**src/rtl/axi_pkg.sv**
```systemverilog
// Shared AXI constants and the write-engine state encoding.
// Imported by the AXI bridges in the dsel path.
package axi_pkg;

   localparam logic [1:0] RESP_OKAY   = 2'b00;
   localparam logic [1:0] RESP_SLVERR = 2'b10;
   localparam logic [2:0] SIZE_WORD   = 3'd2;

   typedef enum logic [1:0] {
      ST_IDLE = 2'd0,
      ST_LOAD = 2'd1,
      ST_DATA = 2'd2,
      ST_RESP = 2'd3
   } wr_state_e;

endpackage

```
**src/rtl/sync_fifo.sv**
```systemverilog
// Single-clock FIFO with a registered read port: dout updates on the pop edge
// and holds the popped entry until the next pop.
module sync_fifo #(
   parameter int WIDTH = 8,
   parameter int DEPTH = 4
) (
   input  logic             clk,
   input  logic             rst_n,
   input  logic             wr_en,
   input  logic [WIDTH-1:0] din,
   output logic             full,
   input  logic             rd_en,
   output logic [WIDTH-1:0] dout,
   output logic             empty
);

   localparam int PW = (DEPTH > 1) ? $clog2(DEPTH) : 1;
   localparam int CW = $clog2(DEPTH + 1);

   logic [WIDTH-1:0] mem [DEPTH];
   logic [PW-1:0]    wr_ptr;
   logic [PW-1:0]    rd_ptr;
   logic [CW-1:0]    count;
   logic             push;
   logic             pop;

   assign full  = (count == CW'(DEPTH));
   assign empty = (count == '0);
   assign push  = wr_en && !full;
   assign pop   = rd_en && !empty;

   // Pointers wrap naturally because DEPTH is a power of two.
   always_ff @(posedge clk or negedge rst_n) begin
      if (!rst_n) begin
         wr_ptr <= '0;
         rd_ptr <= '0;
         count  <= '0;
         dout   <= '0;
      end else begin
         if (push) begin
            wr_ptr <= wr_ptr + PW'(1);
         end
         if (pop) begin
            rd_ptr <= rd_ptr + PW'(1);
            dout   <= mem[rd_ptr];
         end
         if (push && !pop) begin
            count <= count + CW'(1);
         end else if (pop && !push) begin
            count <= count - CW'(1);
         end
      end
   end

   always_ff @(posedge clk) begin
      if (push) begin
         mem[wr_ptr] <= din;
      end
   end

endmodule

```
**src/rtl/axiw2ram.sv**
```systemverilog
// AXI write slave: queues AW requests, streams W beats as word writes to a
// local RAM port and returns one B response per burst.
module axiw2ram
   import axi_pkg::*;
#(
   parameter int AXI_AWIDTH  = 32,
   parameter int AXI_DWIDTH  = 32,
   parameter int AXI_IDWIDTH = 3,
   parameter int AXI_LWIDTH  = 8,
   parameter int AXI_SIZE    = 3,
   parameter int AXI_STRB    = 4,
   parameter int LOC_AWIDTH  = 32,
   parameter int LOC_DWIDTH  = 32
) (
   input  logic                   clk,
   input  logic                   rst_n,

   input  logic [AXI_IDWIDTH-1:0] axi_aw_id,
   input  logic [AXI_AWIDTH-1:0]  axi_aw_addr,
   input  logic [AXI_LWIDTH-1:0]  axi_aw_len,
   input  logic [AXI_SIZE-1:0]    axi_aw_size,
   input  logic                   axi_aw_valid,
   output logic                   axi_aw_ready,

   input  logic [AXI_DWIDTH-1:0]  axi_w_data,
   input  logic [AXI_STRB-1:0]    axi_w_strb,
   input  logic                   axi_w_last,
   input  logic                   axi_w_valid,
   output logic                   axi_w_ready,

   output logic [AXI_IDWIDTH-1:0] axi_b_id,
   output logic [1:0]             axi_b_resp,
   output logic                   axi_b_valid,
   input  logic                   axi_b_ready,

   output logic                   ram_wr_en,
   output logic [LOC_AWIDTH-1:0]  ram_wr_addr,
   output logic [LOC_DWIDTH-1:0]  ram_wr_data,
   output logic [AXI_STRB-1:0]    ram_wr_strb,

   output wr_state_e              dbg_state
);

   localparam int FW = AXI_IDWIDTH + AXI_AWIDTH + AXI_LWIDTH + AXI_SIZE;
   localparam int BW = AXI_AWIDTH - 2;

   // Handshakes: a transfer happens on a rising edge where valid && ready.
   // valid never waits on ready; once raised it holds with stable payload
   // until the transfer; ready may be asserted independently of valid.

   wr_state_e              state;
   wr_state_e              state_nxt;

   logic [FW-1:0]          fifo_din;
   logic [FW-1:0]          fifo_dout;
   logic                   fifo_full;
   logic                   fifo_empty;
   logic                   fifo_pop;
   logic                   aw_push;

   logic [AXI_IDWIDTH-1:0] f_id;
   logic [AXI_AWIDTH-1:0]  f_addr;
   logic [AXI_LWIDTH-1:0]  f_len;
   logic [AXI_SIZE-1:0]    f_size;
   logic                   unused_addr_lsbs;

   logic [AXI_IDWIDTH-1:0] id_q;
   logic [BW-1:0]          base_q;
   logic [AXI_LWIDTH-1:0]  len_q;
   logic [AXI_LWIDTH-1:0]  beat_cnt;
   logic                   err_q;

   logic                   w_hs;
   logic                   last_beat;

   // AW queue
   assign axi_aw_ready = !fifo_full;
   assign aw_push      = axi_aw_valid && axi_aw_ready;
   assign fifo_din     = {axi_aw_id, axi_aw_addr, axi_aw_len, axi_aw_size};

   sync_fifo #(
      .WIDTH (FW),
      .DEPTH (4)
   ) awfifo (
      .clk   (clk),
      .rst_n (rst_n),
      .wr_en (aw_push),
      .din   (fifo_din),
      .full  (fifo_full),
      .rd_en (fifo_pop),
      .dout  (fifo_dout),
      .empty (fifo_empty)
   );

   assign {f_id, f_addr, f_len, f_size} = fifo_dout;
   // Byte offset within a word is irrelevant to a word-addressed RAM.
   assign unused_addr_lsbs = ^f_addr[1:0];

   // Burst state machine
   assign axi_w_ready = (state == ST_DATA);
   assign axi_b_valid = (state == ST_RESP);
   assign w_hs        = axi_w_valid && axi_w_ready;
   assign last_beat   = (beat_cnt == len_q);

   always_ff @(posedge clk or negedge rst_n) begin
      if (!rst_n) begin
         state <= ST_IDLE;
      end else begin
         state <= state_nxt;
      end
   end

   always_comb begin
      state_nxt = state;
      fifo_pop  = 1'b0;
      case (state)
         ST_IDLE: begin
            if (!fifo_empty) begin
               fifo_pop  = 1'b1;
               state_nxt = ST_LOAD;
            end
         end
         ST_LOAD: begin
            state_nxt = ST_DATA;
         end
         ST_DATA: begin
            if (w_hs && last_beat) begin
               state_nxt = ST_RESP;
            end
         end
         ST_RESP: begin
            if (axi_b_ready) begin
               state_nxt = ST_IDLE;
            end
         end
         default: begin
            state_nxt = ST_IDLE;
         end
      endcase
   end

   // Burst context; the popped entry is valid on dout during LOAD.
   always_ff @(posedge clk or negedge rst_n) begin
      if (!rst_n) begin
         id_q     <= '0;
         base_q   <= '0;
         len_q    <= '0;
         beat_cnt <= '0;
         err_q    <= 1'b0;
      end else begin
         if (state == ST_LOAD) begin
            id_q     <= f_id;
            base_q   <= f_addr[AXI_AWIDTH-1:2];
            len_q    <= f_len;
            beat_cnt <= '0;
            err_q    <= (f_size != AXI_SIZE'(SIZE_WORD));
         end else if (w_hs) begin
            beat_cnt <= beat_cnt + AXI_LWIDTH'(1);
            // Sticky: a misplaced or missing w_last flags the whole burst.
            if (axi_w_last != last_beat) begin
               err_q <= 1'b1;
            end
         end
      end
   end

   assign axi_b_id   = axi_b_valid ? id_q : '0;
   assign axi_b_resp = (axi_b_valid && err_q) ? RESP_SLVERR : RESP_OKAY;

   // RAM port: zero-strobe beats are consumed without a write.
   assign ram_wr_en   = w_hs && (|axi_w_strb);
   assign ram_wr_addr = LOC_AWIDTH'(base_q) + LOC_AWIDTH'(beat_cnt);
   assign ram_wr_data = axi_w_data;
   assign ram_wr_strb = axi_w_strb;

   assign dbg_state = state;

endmodule

```
**config.mk**
```make
export PLATFORM = sky130hd
export DESIGN_NAME = axiw2ram
export DESIGN_NICKNAME = d
export VERILOG_FILES = /design/src/rtl/axi_pkg.sv /design/src/rtl/sync_fifo.sv /design/src/rtl/axiw2ram.sv
export SDC_FILE = /design/constraint.sdc
export NUM_CORES = 1
export LEC_CHECK = 0
export ABC_CLOCK_PERIOD_IN_PS = 7500
export CAP_MARGIN = 0
export CORE_MARGIN = 4
export CORE_UTILIZATION = 40
export DETAILED_ROUTE_END_ITERATION = 10
export GPL_TIMING_DRIVEN = 0
export PLACE_DENSITY_LB_ADDON = 0.08
export SYNTH_ARGS = -nofsm -noshare
export SYNTH_HDL_FRONTEND = slang
export SYNTH_SLANG_ARGS = --single-unit
export TNS_END_PERCENT = 30
```
**constraint.sdc**
```tcl
create_clock -name clk -period 7.5 [get_ports clk]
set_input_delay 1.5 -clock clk [delete_from_list [all_inputs] [get_ports clk]]
set_output_delay 1.5 -clock clk [all_outputs]
set_load 0.005 [all_outputs]
```
==> reports/metrics.cfg <==
[status]
status = finished, final reports clean

[timing]
min_period_ns = 5.17
fmax_ghz = 0.193
relSlewSlack = 0.466
finalClockSkew_ns = 0.0156
finalHoldViolCount = 0
slew_violations = 0
min_period_over_period = 0.689
setup_viol = 0
setup-tns-final_ns = 0
grt_setup_unrepaired = no
hold_ws_ns = 0.493
max_slew.worst_pin.slew_ns = 0.802

[global_routing]
grt_max_degree = 55
grt_pass1_vias = 6865
grt.busiest_layer = met2
grt.met2_usage = 0.271
use_met1 = 0.199
grt_pass1_wl_um = 39300
grt.total_usage = 0.153
antenna_found_initial = 0
use_met3 = 0.0271
grt_overflow = 0

[logic_synthesis]
ys_ff_latch = 279
postSynthCellCount = 679
synth_xor_xnor_area_share = 0.0343
yosysSeqAreaShare = 0.669
ys_warn_count = 0
synth_top_family_by_area = multiplexers
synthAdderAreaFrac = 0.0236
synth.distinct_cells = 51
synth_compound_area_frac = 0.0233
muxShareOfSynthArea = 0.167
syn_area_per_cell_um2 = 17.3
synthSimpleGateAreaFrac = 0.0447
syn-cell-area_um2 = 11800

[worst_setup_path]
crit_type = reg2out
critPathMaxFanout = 10
worst-endpoint-required_ns = 6.00
endpoint_kind = primary output
cp.arrival_ns = 3.67
worst_setup_path_start_kind = flip-flop
reg2reg_slack_ns = 4.83

[floorplanning]
initial_core_util = 0.408
dieArea_um2 = 32200
fp.dieH_um = 179
core_area_um2 = 28900
die_w_um = 179
io_pins = 167
num_rows = 62

[worst_hold_path]
hold_path.class = reg2reg

[placement]
dp_hpwl_um = 17400
port_buffers = 130
place_congestion = 0.855

[power]
p_comb_frac = 0.338
power_switching_mw = 1.69
peakVddDrop_v = 0.000181
pwr-share-seq = 0.408
p_leak_nw = 5.40
p_per_area_nw_per_um2 = 395
p_sw_frac = 0.292
p_int_mw = 4.10
power.share.clock = 0.254

[run]
cap_violations = 0

[route]
dr.pass1.iters = 4
wl_um = 24800
first_iter_violations = 256
ant_nets = 0
vias = 6223
viasPerCell = 4.97
drc = 0
wl_per_cell_um = 19.8

[clock_tree]
clockBufferDepth = 3
cts_hold_buffers = 0
root_buffer = clkbuf_16
cts_tree = done
cts_resized = 0
clk_latency_ns = 0.54
post_cts_buffers = 0
htree_levels = 1
path_clk_slew_ns = 0.06
cts_sinks = 279
numCtsBuffers = 29

[layout]
area_growth_pct = 24.7
num_antenna_cells = 0
drive_above_1_share = 0.295
fin_nets = 955

through the flow:
step | utilization | setup slack, ns | cell area, µm² | power (mW) | std cells
finish | 0.508 | 2.33 | 14700 | 5.79 | 1253
global route | 0.508 | 2.09 | 14700 | 6.13 | 1253
CTS | 0.508 | 2.28 | 14700 | 5.89 | 1253
detailed placement | 0.473 | 2.89 | 13700 | 4.39 | 1199
global placement | 0.469 | 0.923 | 13500 | 4.31 | 1194
floorplan | - | 3.89 | 11800 | 3.60 | 680
metal layers:
layer  share of wire  vias up
met4           0.019        0
met3           0.037       33
met5               0        -
met1            0.43     3195
met2            0.51      125
li1                -     2870
power groups by stage:
stage	registers (mW)	logic [mW]	clock network, mW
floorplan	2.33	1.27	0
global placement	2.40	1.91	0
detailed placement	2.40	1.99	0
CTS	2.37	2.01	1.52
global route	2.42	2.13	1.58
finish	2.36	1.95	1.47
cell usage in the layout, fill, tap and decap left out, types with 6 or more instances in the layout:
| master | instances |
|---|---|
| nand3_1 | 6 |
| clkbuf_16 | 30 |
| nor2_1 | 23 |
| mux4_2 | 44 |
| edfxtp_1 | 176 |
| xnor2_1 | 22 |
| mux2_2 | 85 |
| ha_1 | 19 |
| buf_2 | 10 |
| inv_1 | 11 |
| nand2_1 | 18 |
| clkbuf_1 | 16 |
| a21oi_1 | 7 |
| clkinv_2 | 6 |
| buf_4 | 39 |
| clkbuf_8 | 7 |
| dfrtp_1 | 103 |
| xor2_1 | 24 |
| clkdlybuf4s50_1 | 129 |
| o21ai_0 | 9 |
cell families after synthesis:
group	count (synthesis)
buffers and inverters	74
AOI/OAI and AO/OA	38
and+or+nand+nor	90
other	1
xor gates and xnor gates	46
adders and majority gates	21
DFF	279
muxes	130
Yosys cell counts (all sizes together):
cell	count	area share
a211oi	4	0.0045
a21boi	1	0.00064
a21o	4	0.0026
a21oi	8	0.0037
and2	6	0.0032
and3	8	0.0044
buf	53	0.032
clkbuf	10	0.0032
conb	1	0.00032
dfrtp	103	0.22
edfxtp	176	0.45
fa	2	0.0034
ha	19	0.020
inv	11	0.0035
mux2	85	0.081
mux2i	1	0.00085
mux4	44	0.084
nand2	18	0.0057
nand3	8	0.0043
nand3b	2	0.0013
nand4	4	0.0021
nand4b	1	0.00074
nor2	23	0.0073
nor2b	3	0.0016
nor3	8	0.0055
nor3b	1	0.0011
nor4	6	0.0061
o2111ai	4	0.0030
o211ai	2	0.0013
o21a	1	0.00064
o21ai	10	0.0043
o21bai	1	0.00064
o31ai	2	0.0013
o32a	1	0.00085
or3b	1	0.00074
or4	1	0.00064
xnor2	22	0.016
xor2	24	0.018
path summary, 6_finish.rpt:
path	cells after the start	startpoint	endpoint
min in group asynchronous	1	rst_n	awfifo.dout[14]
hold reg to reg	2	awfifo.dout[29]	base_q[16]
setup / recovery	9	beat_cnt[0]	ram_wr_addr[16]
hold / removal	2	awfifo.dout[29]	base_q[16]
setup reg to reg	11	dbg_state[0]	awfifo.count[2]
max in group asynchronous	2	rst_n	awfifo.dout[39]
final cells by class:
| class | count | area [µm²] |
|---|---|---|
| Clock buffer | 43 | 870 |
| Buffer | 63 | 414 |
| Clock inverter | 11 | 138 |
| Sequential cell | 279 | 7860 |
| Tap cell | 384 | 480 |
| Multi-Input combinational cell | 327 | 3450 |
| Timing Repair Buffer | 135 | 1410 |
| Inverter | 11 | 41.3 |
| Fill cell | 2404 | 14200 |
sequential cells by signal (all words and copies together), names as in the netlist, 3 cells and up:
signal	flops
awfifo.mem	176
beat_cnt	8
awfifo.count	3
base_q	30
len_q	8
id_q	3
awfifo.dout	44
critical path, stage by stage, from the launching register on:
cell	delay, ns
dfrtp_1	0.45
ha_1	0.25
fa_1	0.44
a211oi_2	0.25
nor3_1	0.10
a211oi_2	0.49
buf_6	0.25
nor3_2	0.07
xnor2_1	0.26
clkdlybuf4s50_1	0.57
Power figures use the tool's default switching activity.
